<file path="config.mk">
export PLATFORM = sky130hd
export DESIGN_NAME = mux2_stream_arb
export DESIGN_NICKNAME = d
export VERILOG_FILES = /design/src/rtl/mux2_stream_arb_pkg.sv /design/src/rtl/mux2_signal.sv /design/src/rtl/mux2_stream_arb.sv
export SDC_FILE = /design/constraint.sdc
export NUM_CORES = 1
export LEC_CHECK = 0
export BUFFER_PORTS_ARGS = -buffer_cell sky130_fd_sc_hd__buf_2
export CAP_MARGIN = 0
export CORE_AREA = 4 4 81 45
export DETAILED_ROUTE_END_ITERATION = 10
export DIE_AREA = 0 0 85 49
export PLACE_DENSITY = 0.74
export SLEW_MARGIN = 10
export SYNTH_ARGS = -nofsm -noshare
export SYNTH_HDL_FRONTEND = slang
export SYNTH_HIERARCHICAL = 1
export SYNTH_SLANG_ARGS = --single-unit
</file>
<file path="constraint.sdc">
create_clock -name clk -period 1.8 [get_ports clk]
set_input_delay 0.27 -clock clk [delete_from_list [all_inputs] [get_ports clk]]
set_output_delay 0.27 -clock clk [all_outputs]
set_load 0.01 [all_outputs]
</file>
<file path="src/rtl/mux2_stream_arb_pkg.sv">
// rtl/mux2_stream_arb_pkg.sv - shared state encodings and helpers for the two-input packet arbiter
package mux2_stream_arb_pkg;

   typedef enum logic [1:0] {
      ST_IDLE  = 2'd0,
      ST_LOCK0 = 2'd1,
      ST_LOCK1 = 2'd2
   } arb_state_t;

   // Last-served source after reset; 1 makes source 0 win the first contention.
   localparam logic PRIO_RESET = 1'b1;

   function automatic arb_state_t lock_of(input logic src);
      return src ? ST_LOCK1 : ST_LOCK0;
   endfunction

endpackage

</file>
<file path="src/rtl/mux2_signal.sv">
// rtl/mux2_signal.sv - two-way data multiplexer, S selects I1 when high
module mux2_signal #(
   parameter int C_WIDTH = 8
) (
   input  logic [C_WIDTH-1:0] I0,
   input  logic [C_WIDTH-1:0] I1,
   input  logic               S,
   output logic [C_WIDTH-1:0] O
);

   assign O = S ? I1 : I0;

endmodule

</file>
<file path="src/rtl/mux2_stream_arb.sv">
// rtl/mux2_stream_arb.sv - packet-locked round-robin arbiter of two streams; MUX2_ARB_STATS_EN adds packet counters
module mux2_stream_arb
   import mux2_stream_arb_pkg::*;
#(
   parameter int C_WIDTH = 8,
   parameter int C_CNT_W = 16
) (
   input  logic               clk,
   input  logic               rst_n,
   input  logic [C_WIDTH-1:0] i0_data,
   input  logic               i0_valid,
   input  logic               i0_last,
   output logic               i0_ready,
   input  logic [C_WIDTH-1:0] i1_data,
   input  logic               i1_valid,
   input  logic               i1_last,
   output logic               i1_ready,
   output logic [C_WIDTH-1:0] o_data,
   output logic               o_valid,
   output logic               o_last,
   input  logic               o_ready,
   output logic               o_src,
   output logic [C_CNT_W-1:0] cnt0,
   output logic [C_CNT_W-1:0] cnt1
);

   arb_state_t         state;
   arb_state_t         state_nxt;
   logic               prio;
   logic               sel;
   logic               out_free;
   logic               accept;
   logic               acc_last;
   logic [C_WIDTH-1:0] mux_o;

   mux2_signal #(
      .C_WIDTH (C_WIDTH)
   ) u_mux (
      .I0 (i0_data),
      .I1 (i1_data),
      .S  (sel),
      .O  (mux_o)
   );

   // Ready is a function of the output register only, never of the requester's valid.
   always_comb begin
      state_nxt = state;
      sel       = 1'b0;
      i0_ready  = 1'b0;
      i1_ready  = 1'b0;
      accept    = 1'b0;
      acc_last  = 1'b0;
      out_free  = !o_valid || o_ready;
      case (state)
         ST_IDLE: begin
            if (i0_valid && i1_valid)
               state_nxt = lock_of(!prio);
            else if (i0_valid)
               state_nxt = ST_LOCK0;
            else if (i1_valid)
               state_nxt = ST_LOCK1;
         end
         ST_LOCK0: begin
            sel      = 1'b0;
            i0_ready = out_free;
            accept   = i0_valid && out_free;
            acc_last = i0_last;
            if (accept && i0_last)
               state_nxt = ST_IDLE;
         end
         ST_LOCK1: begin
            sel      = 1'b1;
            i1_ready = out_free;
            accept   = i1_valid && out_free;
            acc_last = i1_last;
            if (accept && i1_last)
               state_nxt = ST_IDLE;
         end
         default: state_nxt = ST_IDLE;
      endcase
   end

   always_ff @(posedge clk or negedge rst_n) begin
      if (!rst_n) begin
         state   <= ST_IDLE;
         prio    <= PRIO_RESET;
         o_data  <= '0;
         o_valid <= 1'b0;
         o_last  <= 1'b0;
         o_src   <= 1'b0;
      end else begin
         state <= state_nxt;
         if (accept) begin
            o_data  <= mux_o;
            o_last  <= acc_last;
            o_src   <= sel;
            o_valid <= 1'b1;
            if (acc_last)
               prio <= sel;
         end else if (o_ready) begin
            o_valid <= 1'b0;
         end
      end
   end

`ifdef MUX2_ARB_STATS_EN
   localparam logic [C_CNT_W-1:0] CNT_MAX = '1;
   localparam logic [C_CNT_W-1:0] CNT_ONE = {{(C_CNT_W-1){1'b0}}, 1'b1};

   // Counts completed packets, holding at all-ones instead of wrapping.
   always_ff @(posedge clk or negedge rst_n) begin
      if (!rst_n) begin
         cnt0 <= '0;
         cnt1 <= '0;
      end else if (accept && acc_last) begin
         if (!sel && cnt0 != CNT_MAX)
            cnt0 <= cnt0 + CNT_ONE;
         if (sel && cnt1 != CNT_MAX)
            cnt1 <= cnt1 + CNT_ONE;
      end
   end
`else
   assign cnt0 = '0;
   assign cnt1 = '0;
`endif

endmodule

</file>
==> results of run 1 <==
cell usage after synthesis:
| cell type | instances | area (sq um) |
|---|---|---|
| a21boi_0 | 1 | 7.51 |
| a21o_1 | 2 | 15.0 |
| a221o_1 | 1 | 10.0 |
| a221oi_1 | 1 | 8.76 |
| a22o_1 | 1 | 8.76 |
| a22oi_1 | 1 | 7.51 |
| and2_1 | 2 | 12.5 |
| buf_4 | 32 | 240 |
| buf_6 | 2 | 22.5 |
| conb_1 | 1 | 3.75 |
| dfrtp_1 | 13 | 325 |
| dfstp_2 | 1 | 26.3 |
| ha_1 | 4 | 50.1 |
| inv_1 | 2 | 7.51 |
| mux2_1 | 1 | 11.3 |
| mux2_4 | 18 | 270 |
| nand2_1 | 2 | 7.51 |
| nand2b_1 | 1 | 6.26 |
| nand2b_4 | 1 | 13.8 |
| nand3_1 | 3 | 15.0 |
| nand3_2 | 1 | 10.0 |
| nor2_1 | 1 | 3.75 |
| nor3b_1 | 1 | 7.51 |
power by group through the flow:
stage | logic, W | registers [W] | clock network, W
floorplan | 0.000724 | 0.000601 | 0
global placement | 0.000945 | 0.000558 | 0
detailed placement | 0.000972 | 0.000558 | 0
CTS | 0.000974 | 0.000557 | 0.000304
global route | 0.00105 | 0.000578 | 0.000320
finish | 0.000967 | 0.000556 | 0.000295
how the worst max path moves through the flow:
| stage | startpoint | to | slack (ps) | cells after the start |
|---|---|---|---|---|
| 6_report | state[0]$_DFFE_PN0P_ | o_data[7]$_DFFE_PN0P_ | 130 | 6 |
| 5_1_grt | state[0]$_DFFE_PN0P_ | prio$_DFFE_PN1P_ | 30 | 6 |
| 4_1_cts | state[0]$_DFFE_PN0P_ | o_data[7]$_DFFE_PN0P_ | 60 | 6 |
| 3_5_place_dp | state[0]$_DFFE_PN0P_ | o_data[7]$_DFFE_PN0P_ | 80 | 6 |
| 3_3_place_gp | state[0]$_DFFE_PN0P_ | o_data[6]$_DFFE_PN0P_ | 120 | 6 |
| 2_1_floorplan | state[0]$_DFFE_PN0P_ | o_data[0]$_DFFE_PN0P_ | 160 | 6 |
registers in the layout, summed over array words and instances, names as in the netlist:
register / flops
o_valid: 1
o_last: 1
state: 2
o_data: 8
o_src: 1
prio: 1
routing by layer:
metal  vias to the layer above  wire length [um]
li1                        329                 -
met1                       322               705
met2                        38               987
met3                         0               179
met4                         0                 0
met5                         -                 0
logic make-up after synthesis:
group           Yosys count  share of synthesized area, %
compound gates            7                          5.28
fa+ha+maj                 4                          4.59
buf+inv                  36                          24.8
flops                    14                          32.2
mux                      19                          25.8
other cells               1                         0.344
simple gates             12                          7.00
worst reg2reg max path, stage by stage (launching register included):
cell and delay, ps:
dfrtp_1 390, inv_1 80, ha_2 220, a22o_1 260, nand3_1 130, buf_4 170, mux2_4 310
through the flow:
stage,area (sq um),instances
3_5_place_dp,1190,168
4_1_cts,1260,173
2_1_floorplan,1210,124
5_1_grt,1260,173
3_3_place_gp,1190,168
6_report,1260,173
final cells by class:
class	instances	area, sq um
multi-input combinational	74	588
fill	284	1670
sequential	14	352
inverter	2	7.51
tap	40	50.0
timing repair buffer	39	208
clock buffer	4	55.1
timing repair:
item                                   4_1_cts  5_1_grt
hold buffers                                 1        0
setup endpoints to repair                    0       10
endpoints found under the hold margin       13        0
gates resized for setup                      0        1
==> impl_metrics.csv, run 1 <==
group,metric,value,unit
global_routing,met2_usage,16.9,%
setup_path,r2r-end,"o_data[7]$_DFFE_PN0P_",
floorplan,die-area,0.00417,sq mm
sta,setup_viol,0,
floorplan,io_pins,68,
setup_path,cp_slowest_cell,"dfrtp_1",
floorplan,die-width,85,um
power,max-vdd-ir-drop,0.000444,V
sta,timing.hold.ws,324,ps
layout,fin_util,43.1,%
power,power_frac_clock,16.2,%
floorplan,core_area,0.00293,sq mm
place,portBuffers,35,
clock_tree,cts_tree,"done",
yosys,synth-seq-area-share,32.2,%
yosys,yosysWarningCount,6,
layout,areaGrowthSynthToFinish,15.5,%
clock_tree,insertion_delay,250,ps
setup_path,cpPeakStageDelay,390,ps
setup_path,cp_num_buf_inv,2,
setup_path,crit_fanout,6,
setup_path,critPathLaunchType,"flip-flop",
global_routing,grt_use_met3,3.20,%
setup_path,critical_path_class,"reg2reg",
detailed_routing,final_antenna_net_count,0,
layout,most-common-layout-cells,"35 x buf_2, 32 x conb_1, 18 x mux2_4",
clock_tree,clk_pin_slew,60,ps
global_routing,grt_first_pass_wirelength,2.88,mm
place,place_hpwl,1.63,mm
setup_path,rr_startpoint,"state[0]$_DFFE_PN0P_",
global_routing,grt_antenna_before_repair,0,
setup_path,cp-end-kind,"flip-flop",
hold_path,hold_end,"o_valid$_DFFE_PN0P_",
power,power.net_switching,0.000602,W
clock_tree,cts.htree.levels,1,
sta,fmax,598,MHz
floorplan,fp.dieH,49,um
layout,final_common_cell,"buf_2",
job,maxCapViolCount,0,
power,p_per_area,1440,mW/mm^2
clock_tree,cts_sinks,14,
place,place.gp.congestion,0.932,
global_routing,grt-busiest-layer,"met2",
setup_path,critPathRequiredTime,1920,ps
detailed_routing,drcViolationCount,0,
detailed_routing,drt-pass1-iter-count,4,
power,comb_power_share,53.2,%
yosys,syn_area_per_cell,11.7,sq um
sta,setup-tns-final,0,ps
power,leakage,0.725,nW
yosys,ys_types,23,
layout,final_nets,161,
global_routing,grt_pass1_vias,654,
yosys,syn_inst,93,
layout,n_antenna_cell,0,
clock_tree,cts_setup_buffers,0,
hold_path,hold_class,"in2reg",
detailed_routing,wire_per_inst,10.8,um
sta,layout_min_cycle_time,1670,ps
global_routing,grt_max_degree,15,
detailed_routing,dr_total_vias,689,
sta,drv_slew,0,
setup_path,worstPathArrival,1790,ps
detailed_routing,routed_via_density,3.98,
sta,clock_skew,7.32,ps
power,intPower,0.00122,W
floorplan,fp-row-count,14,
setup_path,crit_family,"flip-flops",
global_routing,grt_usage,8.80,%
global_routing,overflow,0,
sta,hold_viol,0,
sta,rsz0062_at_grt,"no",
power,total_power,0.00182,W
hold_path,hold_start,"o_ready",
floorplan,start_util,37.3,%
power,swShare,33.1,%
layout,drive_above_1_share,48.1,%
place,dp_worst_setup_slack,78.9,ps
power,pwr-share-seq,30.6,%
detailed_routing,drt-total-wl,1.87,mm
clock_tree,cts-buffers-inserted,3,
global_routing,grtUsageMet1,8.66,%
clock_tree,root_buffer,"clkbuf_8",
yosys,synth_seq_cells,14,
sta,fin_ws,127,ps
hold_path,whs_path_depth,3,
yosys,synthesis.area,0.00109,sq mm
setup_path,regToRegSetupSlack,130,ps
detailed_routing,drtIter0Drc,13,
setup_path,crit_path_cell_trace,"inv_1 > ha_2 > a22o_1 > nand3_1 > buf_4 > mux2_4",
setup_path,r2r_cells,6,
sta,fin_crit_sh,92.9,%
clock_tree,cts.path.max_buffers,2,
outcome,status,"finished, final reports clean",
Note: power is estimated with default switching activity, not from simulation.
==> inputs of run 2 (changes only) <==
--- a/config.mk
+++ b/config.mk
@@ -7,9 +7,9 @@
 export LEC_CHECK = 0
 export BUFFER_PORTS_ARGS = -buffer_cell sky130_fd_sc_hd__buf_2
 export CAP_MARGIN = 0
-export CORE_AREA = 4 4 81 45
+export CORE_AREA = 2 2 79 43
 export DETAILED_ROUTE_END_ITERATION = 10
-export DIE_AREA = 0 0 85 49
+export DIE_AREA = 0 0 81 45
 export PLACE_DENSITY = 0.74
 export SLEW_MARGIN = 10
 export SYNTH_ARGS = -nofsm -noshare
==> run 2 against run 1 <==
Effect of this change:
- first-iteration DRC count grew to 2.7 times the previous value
- clock skew is 5.9 ps lower
- via count is 2.8% higher
- cell area is 0.30% higher
- critical path depth is 1 lower
- core utilization is 0.39 points higher
- die area is 12% lower
- critical endpoint is now o_data[3]$_DFFE_PN0P_
- largest power group unchanged
==> impl_metrics.csv, run 2 (synthesis results as in run 1) <==
group,metric,value,unit
outcome,status,"finished, final reports clean",
layout,n_antenna_cell,0,
layout,areaGrowthSynthToFinish,15.8,%
layout,regMostFlops,"o_data",
setup_path,crit_path_end,"o_data[3]$_DFFE_PN0P_",
place,dpl-instance-area,0.00118,sq mm
sta,rsz0062_at_grt,"no",
floorplan,fp-row-count,14,
setup_path,worstPathArrival,1810,ps
layout,final_common_cell,"buf_2",
power,total_power,0.00184,W
setup_path,critical_path_class,"reg2reg",
layout,top_regs,"o_data: 8 flops, state: 2 flops",
global_routing,grt_max_degree,15,
clock_tree,clk_pin_slew,60,ps
layout,largest_register_ffs,8,
detailed_routing,drtIter0Drc,35,
setup_path,rr_startpoint,"state[0]$_DFFE_PN0P_",
floorplan,die-area,0.00365,sq mm
place,portBuffers,35,
setup_path,critPathLaunchType,"flip-flop",
sta,timing.hold.ws,330,ps
detailed_routing,routed_via_density,4.09,
global_routing,grt_antenna_before_repair,0,
sta,fmax,596,MHz
hold_path,whs_path_depth,3,
clock_tree,cts_sinks,14,
floorplan,io_pins,68,
floorplan,die-width,81,um
global_routing,grt_first_pass_wirelength,2.88,mm
detailed_routing,wire_per_inst,10.9,um
clock_tree,cts_setup_buffers,0,
global_routing,overflow,0,
clock_tree,insertion_delay,240,ps
power,leakage,0.727,nW
setup_path,critPathRequiredTime,1930,ps
sta,hold_viol,0,
sta,layout_min_cycle_time,1680,ps
floorplan,core_area,0.00291,sq mm
detailed_routing,drt-pass1-iter-count,6,
layout,drive_above_1_share,48.1,%
hold_path,hold_start,"o_ready",
setup_path,r2r-end,"o_data[3]$_DFFE_PN0P_",
layout,final_nets,161,
power,max-vdd-ir-drop,0.000394,V
clock_tree,cts.path.max_buffers,2,
job,maxCapViolCount,0,
setup_path,cp-startpoint,"state[0]$_DFFE_PN0P_",
layout,design_area,0.00126,sq mm
setup_path,crit_fanout,10,
power,p_per_area,1460,mW/mm^2
layout,most-common-layout-cells,"35 x buf_2, 32 x conb_1, 18 x mux2_4",
setup_path,cp-end-kind,"flip-flop",
detailed_routing,final_antenna_net_count,0,
global_routing,grt_usage,10.4,%
global_routing,grt_pass1_vias,638,
floorplan,fp.dieH,45,um
setup_path,r2r_cells,5,
setup_path,regToRegSetupSlack,120,ps
sta,clock_skew,1.42,ps
place,place.gp.congestion,0.853,
sta,fin_crit_sh,93.3,%
sta,drv_slew,0,
detailed_routing,dr_total_vias,708,
clock_tree,root_buffer,"clkbuf_8",
clock_tree,cts.htree.levels,1,
clock_tree,cts-buffers-inserted,3,
place,place_hpwl,1.50,mm
layout,final_cell_count_no_fill,173,
hold_path,hold_class,"in2reg",
clock_tree,cts_tree,"done",
detailed_routing,drcViolationCount,0,
place,place_inst,167,
detailed_routing,drt-total-wl,1.89,mm
floorplan,start_util,37.5,%
sta,setup-tns-final,0,ps
sta,setup_viol,0,
## run 2: how the worst min path moves through the flow
stage,end
floorplan,o_data[0]$_DFFE_PN0P_
finish,o_valid$_DFFE_PN0P_
detailed placement,o_data[1]$_DFFE_PN0P_
CTS,o_valid$_DFFE_PN0P_
global placement,o_data[1]$_DFFE_PN0P_
global route,o_valid$_DFFE_PN0P_
## run 2: routing by layer
metal,GRT usage (%),wire length (um),vias up
met5,0,0,-
met2,19.0,958,37
met3,3.00,124,2
met1,12.2,790,338
met4,3.05,16,0
li1,-,-,331
## run 2: final cells by class
cell class | count | area [sq um]
Timing Repair Buffer | 39 | 211
Multi-Input combinational cell | 74 | 588
Inverter | 2 | 7.51
Fill cell | 292 | 1640
Sequential cell | 14 | 352
Tap cell | 40 | 50.0
Clock buffer | 4 | 55.1
## run 2: timing repair
action,4_1_cts,5_1_grt
resized for setup,0,4
setup endpoints to repair,0,9
hold endpoints to repair,13,0
hold buffers,1,0
## run 2: critical path, stage by stage, from the launching register on
cell and delay, ps:
dfrtp_1 400, inv_1 100, ha_2 230, buf_4 240
mux2_4 320, mux2_4 270
## run 2: power breakdown
group / internal [W] / total, W / leakage, nW / switching (W)
Clock: 0.000194 / 0.000302 / 0.0288 / 0.000109
Sequential: 0.000467 / 0.000555 / 0.171 / 0.0000882
Combinational: 0.000561 / 0.000986 / 0.527 / 0.000424
Total: 0.00122 / 0.00184 / 0.727 / 0.000621
## run 2: through the flow
step	utilization, %	setup WS [ps]
3_5_place_dp	40.7	67.0
5_1_grt	43.5	15.6
4_1_cts	43.0	54.8
6_report	43.5	121
2_1_floorplan	-	156
3_3_place_gp	40.7	109
==> inputs of run 3 (changes only) <==
--- a/config.mk
+++ b/config.mk
@@ -7,10 +7,10 @@
 export LEC_CHECK = 0
 export BUFFER_PORTS_ARGS = -buffer_cell sky130_fd_sc_hd__buf_2
 export CAP_MARGIN = 0
-export CORE_AREA = 2 2 79 43
+export CORE_AREA = 2 2 49 69
 export DETAILED_ROUTE_END_ITERATION = 10
-export DIE_AREA = 0 0 81 45
-export PLACE_DENSITY = 0.74
+export DIE_AREA = 0 0 51 71
+export PLACE_DENSITY = 0.72
 export SLEW_MARGIN = 10
 export SYNTH_ARGS = -nofsm -noshare
 export SYNTH_HDL_FRONTEND = slang
==> run 3 against run 2 <==
Effect of this change:
- critical path depth increased by 2
- combinational power increased by 0.9%
- hold slack improved by 17 ps
- flip-flop and latch count unchanged
- critical path type unchanged
- core utilization decreased by 1.5 points
- sequential power about the same
- register-to-register slack about the same
- final cell count decreased by 1.2%
- cell area increased by 0.69%
==> impl_metrics.csv, run 3 (synthesis results as in run 1) <==
group,metric,value,unit
outcome,status,"finished, final reports clean",
detailed_routing,dr_total_vias,693,
clock_tree,cts_setup_buffers,0,
detailed_routing,routed_via_density,4.05,
setup_path,worstPathArrival,1860,ps
sta,clock_skew,0.891,ps
detailed_routing,drt-total-wl,1.86,mm
job,maxCapViolCount,0,
hold_path,hold_start,"o_ready",
setup_path,regToRegSetupSlack,110,ps
power,p_per_area,1450,mW/mm^2
layout,drive_above_1_share,49.2,%
floorplan,die-area,0.00362,sq mm
power,comb_power_share,53.8,%
layout,fillCellCount,301,
place,portBuffers,35,
setup_path,rr_startpoint,"state[0]$_DFFE_PN0P_",
layout,design_area,0.00127,sq mm
setup_path,cp_slowest_cell,"dfrtp_1",
layout,regMostFlops,"o_data",
setup_path,cp_num_buf_inv,2,
clock_tree,root_buffer,"clkbuf_8",
clock_tree,clk_pin_slew,60,ps
setup_path,crit_family,"flip-flops",
clock_tree,cts_tree,"done",
layout,top_regs,"o_data: 8 flops, state: 2 flops",
global_routing,grt_usage,10.9,%
setup_path,cpPeakStageDelay,410,ps
hold_path,whs_path_depth,3,
setup_path,r2r-end,"prio$_DFFE_PN1P_",
power,pwr-share-seq,29.9,%
hold_path,hold_end,"o_valid$_DFFE_PN0P_",
layout,largest_register_ffs,8,
place,dp_worst_setup_slack,75.8,ps
detailed_routing,wire_per_inst,10.9,um
clock_tree,insertion_delay,240,ps
setup_path,cp-end-kind,"flip-flop",
hold_path,hold_class,"in2reg",
setup_path,crit_fanout,11,
floorplan,fp-row-count,24,
global_routing,grt_max_degree,15,
floorplan,start_util,36.0,%
power,leakage,0.726,nW
sta,setup-tns-final,0,ps
floorplan,core_area,0.00303,sq mm
detailed_routing,drt-pass1-iter-count,4,
power,swShare,33.5,%
clock_tree,cts-buffers-inserted,3,
global_routing,overflow,0,
global_routing,grt_pass1_vias,653,
power,power.net_switching,0.000619,W
setup_path,critPathRequiredTime,1970,ps
clock_tree,cts_sinks,14,
layout,fin_util,42.0,%
setup_path,crit_path_cell_trace,"inv_1 > ha_2 > a22o_1 > nand3_1 > buf_12 > nor2_2 > mux2_1",
power,power_frac_clock,16.3,%
layout,n_antenna_cell,0,
sta,drv_slew,0,
place,dpl-instance-area,0.00120,sq mm
power,max-vdd-ir-drop,0.000616,V
layout,final_common_cell,"buf_2",
layout,areaGrowthSynthToFinish,16.6,%
setup_path,r2r_cells,7,
sta,hold_viol,0,
sta,fin_crit_sh,94.0,%
detailed_routing,drtIter0Drc,5,
floorplan,io_pins,68,
setup_path,critPathLaunchType,"flip-flop",
layout,multi_input_area,593,sq um
layout,seq_area,352,sq um
layout,final_nets,160,
power,intPower,0.00123,W
sta,fin_ws,109,ps
clock_tree,cts.htree.levels,1,
detailed_routing,final_antenna_net_count,0,
detailed_routing,drcViolationCount,0,
sta,rsz0062_at_grt,"no",
layout,most-common-layout-cells,"35 x buf_2, 32 x conb_1, 18 x mux2_4",
clock_tree,cts.path.max_buffers,2,
place,place_hpwl,1.57,mm
place,place.gp.congestion,0.677,
global_routing,grt_first_pass_wirelength,2.99,mm
sta,layout_min_cycle_time,1690,ps
sta,setup_viol,0,
floorplan,fp.dieH,71,um
setup_path,critical_path_class,"reg2reg",
global_routing,grt_antenna_before_repair,0,
sta,fmax,591,MHz
floorplan,die-width,51,um
sta,timing.hold.ws,347,ps
-- run 3: changes by cell type in the layout (fill, tap and decap cells not counted) --
cell and delta:
ha_1 -1, buf_12 +1, nor2_1 -1, buf_4 -2, ha_2 +1, nor2_2 +1
-- run 3: routing by layer --
metal  routed length (um)  GRT usage [%]  vias up
li1                     -              -      325
met1                  696           12.6      322
met2                  983           18.5       46
met3                  183           2.74        0
met4                    0           5.11        0
met5                    0              0        -
-- run 3: how the worst max path moves through the flow --
stage | startpoint | end | cells past startpoint
4_1_cts | state[1]$_DFFE_PN0P_ | prio$_DFFE_PN1P_ | 7
5_1_grt | state[0]$_DFFE_PN0P_ | prio$_DFFE_PN1P_ | 7
6_report | state[0]$_DFFE_PN0P_ | prio$_DFFE_PN1P_ | 7
2_1_floorplan | state[0]$_DFFE_PN0P_ | o_data[0]$_DFFE_PN0P_ | 6
3_5_place_dp | state[1]$_DFFE_PN0P_ | prio$_DFFE_PN1P_ | 7
3_3_place_gp | state[1]$_DFFE_PN0P_ | prio$_DFFE_PN1P_ | 7
-- run 3: cell type report --
type | instances | share of cell area, %
inverters | 2 | 0.590
multi-input cells | 74 | 46.6
clock buffers | 4 | 4.33
flip-flops and latches | 14 | 27.6
well taps | 39 | 3.83
repair buffers | 38 | 17.0
-- run 3: stage by stage --
stage | power, W | cells
floorplan | 0.00132 | 124
global placement | 0.00151 | 166
detailed placement | 0.00155 | 166
CTS | 0.00186 | 171
global route | 0.00198 | 171
finish | 0.00185 | 171
-- run 3: worst min-delay path, delay by kind of cell --
kind | cells | cell delay [ps]
buffers and inverters | 1 | 80
AND/OR/NAND/NOR | 2 | 210
-- run 3: power by group through the flow --
stage          sequential, W  clock (W)  combinational [W]
6_report            0.000554   0.000302           0.000995
5_1_grt             0.000574   0.000328            0.00108
4_1_cts             0.000555   0.000307           0.000994
3_5_place_dp        0.000559          0           0.000992
3_3_place_gp        0.000551          0           0.000962
2_1_floorplan       0.000601          0           0.000724
-- run 3: timing repair --
item	CTS	global route
hold buffers	1	0
setup endpoints to repair	0	2
resized for setup	0	4
hold endpoints to repair	13	0
